**config.mk**
```make
export PLATFORM = sky130hd
export DESIGN_NAME = icache_fill_flat
export DESIGN_NICKNAME = d
export VERILOG_FILES = /design/src/rtl/icache_pkg.sv /design/src/rtl/icache_fill_if.sv /design/src/rtl/icache_fill_buffer.sv /design/src/rtl/icache_fill.sv /design/src/flat_wrapper.sv
export SDC_FILE = /design/constraint.sdc
export NUM_CORES = 1
export LEC_CHECK = 0
export ABC_AREA = 1
export CORE_AREA = 3 3 301 303
export CTS_CLUSTER_SIZE = 8
export DETAILED_ROUTE_END_ITERATION = 10
export DIE_AREA = 0 0 304 306
export SETUP_SLACK_MARGIN = 0.5
export SKIP_LAST_GASP = 1
export SLEW_MARGIN = 15
export SYNTH_ARGS = -nofsm -noshare
export SYNTH_HDL_FRONTEND = slang
export SYNTH_HIERARCHICAL = 1
export SYNTH_SLANG_ARGS = --single-unit
```
**constraint.sdc**
```tcl
create_clock -name clk_i -period 34.3 [get_ports clk_i]
set_input_delay 8.575 -clock clk_i [delete_from_list [all_inputs] [get_ports clk_i]]
set_output_delay 8.575 -clock clk_i [all_outputs]
set_load 0.05 [all_outputs]
```
**src/rtl/icache_pkg.sv**
```systemverilog
// icache_pkg: shared types and geometry for the instruction-cache refill path.
//   fill_state_t       refill FSM states (IDLE, REQ, FILL, WRITE)
//   BLOCK_WIDTH        cache block width in bits
//   BEAT_WIDTH         memory read data width per beat
//   BEAT_COUNT         beats per block
//   BLOCK_OFFSET_WIDTH byte-offset bits inside one block (zeroed in requests)
//   CNT_WIDTH          beat counter width
package icache_pkg;

  localparam int BLOCK_WIDTH        = 512;
  localparam int BEAT_WIDTH         = 64;
  localparam int BEAT_COUNT         = BLOCK_WIDTH / BEAT_WIDTH;
  localparam int BLOCK_OFFSET_WIDTH = $clog2(BLOCK_WIDTH / 8);
  localparam int CNT_WIDTH          = $clog2(BEAT_COUNT);

  typedef enum logic [1:0] {
    IDLE  = 2'd0,
    REQ   = 2'd1,
    FILL  = 2'd2,
    WRITE = 2'd3
  } fill_state_t;

endpackage

```
**src/rtl/icache_fill_if.sv**
```systemverilog
// icache_fill_if: instruction-memory read port seen by the refill controller.
//   req    read request valid          (controller -> memory)
//   addr   block-aligned request address (controller -> memory)
//   ready  memory accepts the request  (memory -> controller)
//   rvalid read beat valid             (memory -> controller)
//   rdata  read beat data              (memory -> controller)
//   rerr   beat error, qualified by rvalid; present only with ICACHE_FILL_ERR_EN
// Modports: master = refill controller, slave = memory.
interface icache_fill_if
  import icache_pkg::*;
#(
  parameter int ADDR_WIDTH = 64
);

  logic                  req;
  logic [ADDR_WIDTH-1:0] addr;
  logic                  ready;
  logic                  rvalid;
  logic [BEAT_WIDTH-1:0] rdata;

`ifdef ICACHE_FILL_ERR_EN
  logic                  rerr;

  modport master (output req, addr, input ready, rvalid, rdata, rerr);
  modport slave  (input req, addr, output ready, rvalid, rdata, rerr);
`else
  modport master (output req, addr, input ready, rvalid, rdata);
  modport slave  (input req, addr, output ready, rvalid, rdata);
`endif

endinterface

```
**src/rtl/icache_fill_buffer.sv**
```systemverilog
// icache_fill_buffer: beat counter plus block assembly register.
//   clk_i, arst_i  clock, asynchronous active-high reset
//   clear_i        zero the counter and the block (start of a new fill)
//   load_i         store beat_i at the current beat slot and advance
//   beat_i         incoming beat data
//   block_o        assembled block, beat 0 in the LSBs
//   last_o         the counter points at the final beat slot
module icache_fill_buffer
  import icache_pkg::*;
(
  input  logic                   clk_i,
  input  logic                   arst_i,
  input  logic                   clear_i,
  input  logic                   load_i,
  input  logic [BEAT_WIDTH-1:0]  beat_i,
  output logic [BLOCK_WIDTH-1:0] block_o,
  output logic                   last_o
);

  logic [CNT_WIDTH-1:0]   cnt_q, cnt_d;
  logic [BLOCK_WIDTH-1:0] block_q, block_d;

  // NOTE: every signal assigned in always_comb gets a default first, so no
  // path leaves it unassigned and no latch is inferred.
  always_comb begin
    cnt_d   = cnt_q;
    block_d = block_q;
    if (clear_i) begin
      cnt_d   = '0;
      block_d = '0;
    end else if (load_i) begin
      block_d[cnt_q*BEAT_WIDTH +: BEAT_WIDTH] = beat_i;
      cnt_d = cnt_q + CNT_WIDTH'(1); // wraps to 0 after the last beat
    end
  end

  // NOTE: state updates use non-blocking assignments so every flop samples
  // the pre-edge values regardless of statement order.
  // NOTE: the block register is reset even though it is wide, because a reset
  // must discard a partial block and present zeros on block_o.
  always_ff @(posedge clk_i or posedge arst_i) begin
    if (arst_i) begin
      cnt_q   <= '0;
      block_q <= '0;
    end else begin
      cnt_q   <= cnt_d;
      block_q <= block_d;
    end
  end

  assign block_o = block_q;
  assign last_o  = (cnt_q == CNT_WIDTH'(BEAT_COUNT - 1));

endmodule

```
**src/rtl/icache_fill.sv**
```systemverilog
// icache_fill: refill controller for the direct-mapped instruction cache.
// On a miss it latches the fetch address, issues one block-aligned read,
// assembles BEAT_COUNT beats and writes the block for exactly one cycle,
// stalling fetch until then.
//   clk_i, arst_i  clock, asynchronous active-high reset
//   miss_i         cache miss for the current fetch
//   addr_i         current fetch address
//   mem            instruction-memory read port (master side)
//   fill_addr_o    latched miss address for cache index/tag on write
//   block_o        assembled block
//   write_en_o     one-cycle cache write strobe
//   stall_o        fetch stall
//   fill_err_o     one-cycle error pulse replacing write_en_o (optional)
// Optional feature macro: ICACHE_FILL_ERR_EN adds mem.rerr and fill_err_o.
module icache_fill
  import icache_pkg::*;
#(
  parameter int ADDR_WIDTH = 64
)(
  input  logic                   clk_i,
  input  logic                   arst_i,
  input  logic                   miss_i,
  input  logic [ADDR_WIDTH-1:0]  addr_i,
  icache_fill_if.master          mem,
  output logic [ADDR_WIDTH-1:0]  fill_addr_o,
  output logic [BLOCK_WIDTH-1:0] block_o,
  output logic                   write_en_o,
`ifdef ICACHE_FILL_ERR_EN
  output logic                   fill_err_o,
`endif
  output logic                   stall_o
);

  fill_state_t           state_q, state_d;
  logic [ADDR_WIDTH-1:0] fill_addr_q, fill_addr_d;
  logic [ADDR_WIDTH-1:0] mem_addr_q, mem_addr_d;
  logic                  mem_req_q, mem_req_d;
  logic                  write_en_q, write_en_d;
  logic                  buf_clear, buf_load, buf_last;
  logic                  fill_bad; // current fill carries an errored beat

  icache_fill_buffer u_buffer (
    .clk_i   (clk_i),
    .arst_i  (arst_i),
    .clear_i (buf_clear),
    .load_i  (buf_load),
    .beat_i  (mem.rdata),
    .block_o (block_o),
    .last_o  (buf_last)
  );

`ifdef ICACHE_FILL_ERR_EN
  logic err_q, err_d;
  logic fill_err_q, fill_err_d;

  // Sticky over the burst including the beat arriving this cycle.
  assign fill_bad = err_q | mem.rerr;

  always_comb begin
    err_d      = err_q;
    fill_err_d = 1'b0;
    if (state_q == FILL && mem.rvalid) begin
      err_d = fill_bad;
      if (buf_last) fill_err_d = fill_bad;
    end
    if (state_q == WRITE) err_d = 1'b0;
  end

  always_ff @(posedge clk_i or posedge arst_i) begin
    if (arst_i) begin
      err_q      <= 1'b0;
      fill_err_q <= 1'b0;
    end else begin
      err_q      <= err_d;
      fill_err_q <= fill_err_d;
    end
  end

  assign fill_err_o = fill_err_q;
`else
  assign fill_bad = 1'b0;
`endif

  // Next-state and registered-output logic. The memory outputs are computed
  // one cycle ahead so they are flops aligned with the state they belong to.
  always_comb begin
    state_d     = state_q;
    fill_addr_d = fill_addr_q;
    mem_addr_d  = mem_addr_q;
    mem_req_d   = mem_req_q;
    write_en_d  = 1'b0;
    buf_clear   = 1'b0;
    buf_load    = 1'b0;
    unique case (state_q)
      IDLE: begin
        if (miss_i) begin
          state_d     = REQ;
          fill_addr_d = addr_i;
          mem_addr_d  = {addr_i[ADDR_WIDTH-1:BLOCK_OFFSET_WIDTH],
                         {BLOCK_OFFSET_WIDTH{1'b0}}};
          mem_req_d   = 1'b1;
          buf_clear   = 1'b1;
        end
      end
      REQ: begin
        if (mem.ready) begin
          state_d   = FILL;
          mem_req_d = 1'b0;
        end
      end
      FILL: begin
        if (mem.rvalid) begin
          buf_load = 1'b1;
          if (buf_last) begin
            state_d    = WRITE;
            write_en_d = ~fill_bad;
          end
        end
      end
      WRITE: state_d = IDLE;
      default: state_d = IDLE;
    endcase
  end

  always_ff @(posedge clk_i or posedge arst_i) begin
    if (arst_i) begin
      state_q     <= IDLE;
      fill_addr_q <= '0;
      mem_addr_q  <= '0;
      mem_req_q   <= 1'b0;
      write_en_q  <= 1'b0;
    end else begin
      state_q     <= state_d;
      fill_addr_q <= fill_addr_d;
      mem_addr_q  <= mem_addr_d;
      mem_req_q   <= mem_req_d;
      write_en_q  <= write_en_d;
    end
  end

  assign mem.req     = mem_req_q;
  assign mem.addr    = mem_addr_q;
  assign fill_addr_o = fill_addr_q;
  assign write_en_o  = write_en_q;
  assign stall_o     = miss_i | (state_q != IDLE);

endmodule
```
**src/flat_wrapper.sv**
```systemverilog
// flat-port wrapper written by rule: the top's interface ports become plain ports
module icache_fill_flat import icache_pkg::*;
#(
  parameter int ADDR_WIDTH = 64
)
  (clk_i, arst_i, miss_i, addr_i, fill_addr_o, block_o, write_en_o, stall_o, mem_req, mem_addr, mem_ready, mem_rvalid, mem_rdata);
  icache_fill_if #(.ADDR_WIDTH(ADDR_WIDTH)) mem_i ();
  input  logic clk_i;
  input  logic arst_i;
  input  logic miss_i;
  input  logic [ADDR_WIDTH-1:0] addr_i;
  output logic [ADDR_WIDTH-1:0] fill_addr_o;
  output logic [BLOCK_WIDTH-1:0] block_o;
  output logic write_en_o;
  output logic stall_o;
  output wire logic [$bits(mem_i.req)-1:0] mem_req;
  output wire logic [$bits(mem_i.addr)-1:0] mem_addr;
  input wire logic [$bits(mem_i.ready)-1:0] mem_ready;
  input wire logic [$bits(mem_i.rvalid)-1:0] mem_rvalid;
  input wire logic [$bits(mem_i.rdata)-1:0] mem_rdata;
  assign mem_req = mem_i.req;
  assign mem_addr = mem_i.addr;
  assign mem_i.ready = mem_ready;
  assign mem_i.rvalid = mem_rvalid;
  assign mem_i.rdata = mem_rdata;
  icache_fill #(.ADDR_WIDTH(ADDR_WIDTH)) u_core (.clk_i(clk_i), .arst_i(arst_i), .miss_i(miss_i), .addr_i(addr_i), .mem(mem_i), .fill_addr_o(fill_addr_o), .block_o(block_o), .write_en_o(write_en_o), .stall_o(stall_o));
endmodule
```
# Word level (Yosys, flattened, before mapping)
# Cells that the tools add are included.
[word_totals] input_bits=133 output_inout_bits=643 ff_bits=641 word_cells=47
[op_classes] eq_ne=8 bitwise_logic=1 n_addsub=2 shifts=2 muxes=20 n_reduce_logical=7
[op_table] op="$mux 512" n=2
[op_table] op="$bwmux 512" n=1
[op_table] op="$shift 64x34->512 const A" n=1
[op_table] op="$shiftx 64x34->512" n=1
[op_table] op="$neg 9->34" n=1
[op_table] op="$mux 1" n=9
[op_table] op="$mux 2" n=4
[op_table] op="$pmux 2 s4" n=1
[op_table] op="$mux 3" n=2
[op_table] op="$ne 2x2->1 const B" n=3
[op_table] op="$reduce_bool 2->1" n=3
[op_table] op="$eq 2x2->1 const B" n=2
[op_table] op="$reduce_and 4->1" n=1
[op_table] op="$add 3x1->3 const B" n=1
[op_table] op="$eq 3x3->1 const B" n=1
[op_table] op="$reduce_and 3->1" n=1
[op_table] op="$eq 2x1->1 const B" n=1
[op_table] op="$logic_not 2->1" n=1
[op_table] op="$ne 2x1->1 const B" n=1
[op_table] op="$pmux 1 s2" n=1
[op_table] op="$reduce_and 2->1" n=1
[op_table] op="$or 1x1->1" n=1

# Depth between registers and ports, before layout
# Gate-level depths: netlist of the first run.
[logic_depth] ltp_word=5 mapped_depth=13 ltp_nobuf=10

# Hierarchy
# The synthesis of the first run kept the hierarchy.
[by_module_without_submodules] module="icache_fill_buffer" area_per_inst_um2=21954.8 instances=1 cells_per_inst=2439 seq_area_each_um2=12887.4
[by_module_without_submodules] module="icache_fill" area_per_inst_um2=3235.6 instances=1 cells_per_inst=375 seq_area_each_um2=1701.6

# Worst setup path before layout of the first run
# OpenSTA, ideal clock, no wires.
[synth_path] kind="input-to-output" from="in miss_i" to="out stall_o" path_slack_ns=16.769 t_arrival_ns=8.956 required_time_ns=25.725 stages=2 n_path_buf=0 path_cell_list="inv_1 nand2_1"
[synth_via] elab_chain_cells=1
[synth_rtl] element="start, declared" line="flat_wrapper.sv:10" source="input logic miss_i;"
[synth_rtl] element="$or 1x1->1" line="icache_fill.sv:145" source="assign stall_o = miss_i | (state_q != IDLE);"
[synth_rtl] element="end, declared" line="flat_wrapper.sv:15" source="output logic stall_o;"
# No other way between the ends.

# Worst setup path in the final report of the first run
# Same ends and word-level chain as after synthesis.

==> results of run 1 <==
==> worst paths after layout <==
| check | depth (start not counted) | slack, ns | end | startpoint |
|---|---|---|---|---|
| min in group asynchronous | 2 | 8.54 | u_core/u_buffer/block_o[116] | arst_i |
| worst min-delay path | 2 | 0.48 | u_core/fill_addr_o[4] | u_core/fill_addr_o[4] |
| worst max-delay path | 4 | 15.68 | stall_o | miss_i |
| worst max register to register | 8 | 29.11 | u_core/u_buffer/block_o[475] | u_core/u_buffer/cnt_q[0] |
| worst min register to register | 2 | 0.48 | u_core/fill_addr_o[4] | u_core/fill_addr_o[4] |
| max in group asynchronous | 4 | 23.43 | u_core/u_buffer/block_o[11] | arst_i |
==> metrics by stage <==
| step | hold slack [ns] | instances | cell area, um2 | util, % | power, W |
|---|---|---|---|---|---|
| 6_report | 0.482 | 4579 | 35400 | 40.1 | 0.00269 |
| 5_1_grt | 0.499 | 4579 | 35400 | 40.1 | 0.00280 |
| 4_1_cts | 0.479 | 4578 | 35400 | 40.1 | 0.00272 |
| 3_5_place_dp | 0.468 | 4479 | 33100 | 37.5 | 0.00196 |
| 3_3_place_gp | 0.463 | 4479 | 33100 | 37.5 | 0.00196 |
| 2_1_floorplan | 0.493 | 2819 | 25200 | - | 0.00156 |
==> sequential cells by signal, indices dropped and copies added, names as in the netlist <==
register                 cells
u_core/mem.req               1
u_core/write_en_o            1
u_core/u_buffer/block_o    512
u_core/fill_addr_o          64
u_core/u_buffer/cnt_q        3
u_core/state_q               2
==> worst reg2reg max path, delay by kind of cell (launching register included) <==
family	cells	cell delay [ns]
compound gates	1	0.28
buf+inv	3	1.90
flops	1	0.72
simple gates	2	1.41
fa+ha+maj	2	0.80
==> power breakdown <==
part / switching, W / internal [W]
Combinational: 0.000868 / 0.000255
Clock: 0.000306 / 0.000443
Sequential: 0.0000668 / 0.000757
Total: 0.00124 / 0.00145
==> cell families after synthesis <==
logic type,after synthesis,synth area share [%]
DFF,583,57.9
adders and majority gates,13,0.646
buffers and inverters,401,8.05
AOI/OAI and AO/OA,356,7.09
and+or+nand+nor,1460,26.3
other,1,0.0149
==> cell type report <==
type | count | area [um2]
diodes | 1 | 2.50
clock buffers | 95 | 2190
clock inverters | 4 | 53.8
fillers | 8944 | 52900
inverters | 91 | 360
multi-input cells | 1835 | 8710
flip-flops and latches | 583 | 14600
well taps | 1165 | 1460
repair buffers | 805 | 7990
==> cell usage after synthesis (5+ instances only) <==
| master | instances | area, um2 |
|---|---|---|
| nand4_1 | 94 | 588 |
| buf_4 | 69 | 518 |
| nand4_2 | 5 | 62.6 |
| buf_2 | 97 | 485 |
| nand2_1 | 608 | 2280 |
| o21ai_0 | 344 | 1720 |
| ha_1 | 13 | 163 |
| o21ai_1 | 6 | 30.0 |
| clkbuf_1 | 96 | 360 |
| nor2_1 | 81 | 304 |
| buf_1 | 29 | 109 |
| nand3_1 | 641 | 3210 |
| buf_6 | 19 | 214 |
| inv_1 | 88 | 330 |
| dfrtp_1 | 583 | 14600 |
| nor3_1 | 25 | 125 |
==> metal layers <==
layer  GRT usage (%)  part of all wire (%)  wire, um  up-vias
li1                -                     -         -    10500
met1            30.5                    41     46900    11600
met2            37.6                    46     53000     1046
met3            8.59                   9.8     11300      185
met4            8.42                   3.7      4290        0
met5               0                     0         0        -
==> summary.md, run 1 <==
| Metric | Value |
|---|---|
| Syn Inst Count | `2814` |
| Crit path max fanout | `3` |
| Synth Warn # | `6` |
| Number of synthesized flops with an enable pin | `0` |
| WP data arrival | `10.05 ns` |
| Final hold vios | `0` |
| # IOs | `776` |
| Crit path kind | `input port to primary output` |
| Slew HR | `30.0%` |
| Starting Density | `28.5%` |
| Post-DRT Antenna Nets | `0` |
| CTS tree | `built` |
| Critical Path Start Type | `input port` |
| CTS hold repair buffers | `0` |
| Post-synth ARST share | `100%` |
| Post-place setup slack | `15.67 ns` |
| Final clock skew | `0.0268 ns` |
| GPL Wtd Cong | `0.829` |
| Max frequency | `53.7 MHz` |
| Max_cap viols | `0` |
| Post-CTS Repair Setup Buffers | `0` |
| Post-Syn Area per Cell | `8.95 um2` |
| Row count | `109` |
| Power per cell area | `76.2 mW/mm2` |
| Distinct cells, synth | `27` |
| Clock tree root driver cell | `clkbuf_16` |
| CTS clk-pin slew, worst paths | `0.05 ns` |
| Seq cells post-synth | `583` |
| Pleak | `15.8 nW` |
| Final setup margin | `15.68 ns` |
| DR vias | `23400` |
| GRT Util Overall | `24.0%` |
| Clock buffer count from CTS | `83` |
| DIE AREA | `0.0930 mm2` |
| 1st-pass router iterations | `7` |
| P&R area growth vs syn | `40.4%` |
| Worst Path Buf+Inv | `3` |
| Worst Tran Pin Value | `1.05 ns` |
| Worst EP required | `25.72 ns` |
| # setup viols final | `0` |
| Fin crit period | `18.62 ns` |
| Hold Path Class | `register to register` |
| Vias per inst | `5.11` |
| Vias in the first global route | `23100` |
| Commonest non-fill, non-tap cells in the layout | `clkdlybuf4s50_1 (769), nand3_1 (637), nand2_1 (605)` |
| Fin nets | `3545` |
| Most common cell after layout, fill and taps aside | `clkdlybuf4s50_1` |
| Period utilization | `54.3%` |
| Ys flop type | `dfrtp_1` |
| Slowest stage cell, crit path | `clkdlybuf4s50_1` |
| Largest net degree at the start of global routing | `156` |
| CP peak stage delay | `0.81 ns` |
| Worst-Skew Late Latency | `0.65 ns` |
| Global-route wire length before repair | `166000 um` |
| Setup_tns | `0 ns` |
| Slew Limit Fails | `0` |
| # H-tree levels | `3` |
| Sequential share of the synthesized area | `57.9%` |
| Drt drc | `0` |
| WL per Instance | `25.2 um` |
| RSZ-0062 raised after global routing | `false` |
| Max clock buf depth | `3` |
| Crit-path leading delay family | `buffers and inverters` |
| Status | `finished clean` |
| Iteration-0 DRC Markers | `2226` |
| Sink Count | `583` |
| Fraction of layout cells with a size suffix above 1 | `4.57%` |
| Buffers on Ports | `769` |
| Die Ht | `306 um` |
| Cts repair resizes | `0` |
| Max rail drop VDD | `0.108 mV` |
| Worst path most repeated cell | `clkdlybuf4s50_1` |
| Dpl hpwl | `79700 um` |
| Die X | `304 um` |
| CP Cell Sequence | `clkdlybuf4s50_1, inv_1, nand2_1, clkdlybuf4s50_1` |
| Gr ovfl total | `0` |
| Crit. End Element | `primary output` |
| Netlist Area Pre-Place | `0.0252 mm2` |
| Initial antenna violation count | `2` |
| Core box area | `0.0882 mm2` |
| Post-Route WL | `115000 um` |
Power figures use the tool's default switching activity.
==> inputs of run 2 (changes only) <==
clock period = 19.3 ns   (was 34.3 ns; I/O delays follow)
==> summary.md, run 2 (synthesis results as in run 1) <==
| Metric | Value |
|---|---|
| Status | `finished clean` |
| Max rail drop VDD | `0.192 mV (+77%)` |
| # IOs | `776 (unchanged)` |
| Min-delay src | `u_core/fill_addr_o[4]` |
| Filler cells | `8805 (-1.6%)` |
| Row count | `109 (unchanged)` |
| Int Pwr | `0.00261 W (+80%)` |
| Setup_tns | `0 ns (unchanged)` |
| CP startpoint | `miss_i` |
| Iteration-0 DRC Markers | `2197 (-1.3%)` |
| Max FFs per register | `512 (unchanged)` |
| Most common cell after layout, fill and taps aside | `clkdlybuf4s50_1` |
| Worst EP required | `14.48 ns (-11.24 ns)` |
| P&R area growth vs syn | `40.8%` |
| DIE AREA | `0.0930 mm2 (unchanged)` |
| CTS hold repair buffers | `0 (unchanged)` |
| GRT Util Overall | `23.8% (-0.12 points)` |
| Fin nets | `3549 (+0.11%)` |
| Worst flop-to-flop path endpoint | `u_core/u_buffer/block_o[466]` |
| Die Ht | `306 um (unchanged)` |
| Switch share | `45.8% (-0.23 points)` |
| Flop pwr share | `30.2% (-0.4 points)` |
| WP data arrival | `6.30 ns (-3.75 ns)` |
| Max clock buf depth | `3 (unchanged)` |
| Hold Path Depth | `2 (unchanged)` |
| FF-to-FF path depth | `10 (+2)` |
| DR vias | `23500 (+0.27%)` |
| Crit path max fanout | `3 (unchanged)` |
| Global-route wire length before repair | `167000 um (+0.18%)` |
| Crit-path leading delay family | `buffers and inverters` |
| RSZ-0062 raised after global routing | `false` |
| Worst Path Buf+Inv | `3 (unchanged)` |
| Post-Route WL | `115000 um (-0.48%)` |
| CP Cell Sequence | `clkdlybuf4s50_1, inv_1, nand2_1, clkdlybuf4s50_1` |
| GPL Wtd Cong | `0.886 (+7.0%)` |
| Crit path kind | `input port to primary output` |
| Crit. End Element | `primary output` |
| CTS clk-pin slew, worst paths | `0.05 ns (about the same)` |
| Buffers on Ports | `769 (unchanged)` |
| Hold Path Class | `register to register` |
| Vias in the first global route | `23100 (-0.26%)` |
| Placed cell areas | `0.0331 mm2 (about the same)` |
| Hold path endpoint | `u_core/fill_addr_o[4]` |
| Vias per inst | `5.12 (+0.19%)` |
| Commonest non-fill, non-tap cells in the layout | `clkdlybuf4s50_1 (769), nand3_1 (637), nand2_1 (605)` |
| Clock share of power | `28.5% (+0.7 points)` |
| Final clock skew | `0.0224 ns (-0.00445 ns)` |
| # H-tree levels | `3 (unchanged)` |
| CP peak stage delay | `0.82 ns (about the same)` |
| Die X | `304 um (unchanged)` |
| Drt drc | `0 (unchanged)` |
| Period utilization | `57.6%` |
| Sink Count | `583 (unchanged)` |
| Worst path most repeated cell | `clkdlybuf4s50_1` |
| RR Startpoint | `u_core/state_q[0]` |
| Overall Power | `0.00482 W (+79%)` |
| Critical Path Start Type | `input port` |
| NetSw | `0.00221 W (+78%)` |
| # setup viols final | `0 (unchanged)` |
| Cts repair resizes | `0 (unchanged)` |
| Final hold vios | `0 (unchanged)` |
| Fin crit period | `11.12 ns` |
| CTS tree | `built` |
| Worst-Skew Late Latency | `0.63 ns (-0.02 ns)` |
| Initial antenna violation count | `4 (+2)` |
| Post-CTS Repair Setup Buffers | `0 (unchanged)` |
| Largest net degree at the start of global routing | `207 (+33%)` |
| Reg2reg setup slack | `14.58 ns (-14.53 ns)` |
| Post-route cell area | `0.0355 mm2 (+0.30%)` |
| Logic pwr share | `41.4% (-0.3 points)` |
| Starting Density | `28.5% (unchanged)` |
| Core box area | `0.0882 mm2 (unchanged)` |
| Dpl hpwl | `79900 um (+0.20%)` |
| Slew Limit Fails | `0 (unchanged)` |
| Gr ovfl total | `0 (unchanged)` |
| Post-DRT Antenna Nets | `0 (unchanged)` |
| Slew HR | `22.2% (-7.8 points)` |
| Power per cell area | `136 mW/mm2 (+78%)` |
| Fraction of layout cells with a size suffix above 1 | `4.80% (+0.23 points)` |
| Clock tree root driver cell | `clkbuf_16` |
| 1st-pass router iterations | `5 (-2)` |
| Max_cap viols | `0 (unchanged)` |
| Slowest stage cell, crit path | `clkdlybuf4s50_1` |
| Worst Tran Pin Value | `1.17 ns (+0.119 ns)` |
| Max frequency | `89.9 MHz` |
| Clock buffer count from CTS | `84 (+1.2%)` |
| Pleak | `15.9 nW (+0.32%)` |
| WL per Instance | `25.1 um (-0.57%)` |
| Final hold slack | `0.479 ns (-0.00314 ns)` |
[run 2: cell types whose count changed in the layout (fill, tap and decap cells not counted), sizes merged]
cell      before  now
buf           36   39
clkbuf        95   92
bufinv         0    2
clkinvlp       0    1
inv           90   91
[run 2: worst max path at each step]
stage	endpoint	cells past startpoint
global route	stall_o	4
floorplan	u_core/u_buffer/block_o[0]	1
detailed placement	stall_o	4
finish	stall_o	4
global placement	stall_o	4
CTS	stall_o	4
[run 2: worst min-delay path, stage by stage (launching register included)]
cell and delay (ns):
dfrtp_1 0.33, nand2_1 0.05, nand2_1 0.06
[run 2: layout make-up]
cell class | count | area (um2) | area share [%]
Antenna cell | 1 | 2.50 | 0.00706
Clock buffer | 92 | 2170 | 6.13
Clock inverter | 8 | 164 | 0.462
Inverter | 91 | 358 | 1.01
Multi-Input combinational cell | 1835 | 8710 | 24.6
Sequential cell | 583 | 14600 | 41.2
Tap cell | 1165 | 1460 | 4.11
Timing Repair Buffer | 808 | 8000 | 22.6
[run 2: layer usage]
metal	vias up	routed length, um	share of wire [%]	global-route usage [%]
met5	-	0	0	0
li1	10600	-	-	-
met3	152	10300	8.9	7.37
met1	11700	47900	42	30.9
met4	0	3510	3.1	7.93
met2	1037	53200	46	37.9
[run 2: through the flow]
stage	std cells	worst slack (ns)	util, %
3_5_place_dp	4482	8.19	37.5
5_1_grt	4582	8.10	40.2
6_report	4583	8.18	40.2
4_1_cts	4582	8.18	40.2
2_1_floorplan	2819	7.48	-
3_3_place_gp	4482	8.15	37.5
[run 2: power by group through the flow]
stage	clock network (W)	registers (W)	logic, W
after global placement	0	0.00147	0.00199
after CTS	0.00141	0.00145	0.00200
after detailed placement	0	0.00147	0.00200
after floorplan	0	0.00184	0.000937
final	0.00137	0.00145	0.00199
after global routing	0.00146	0.00147	0.00209
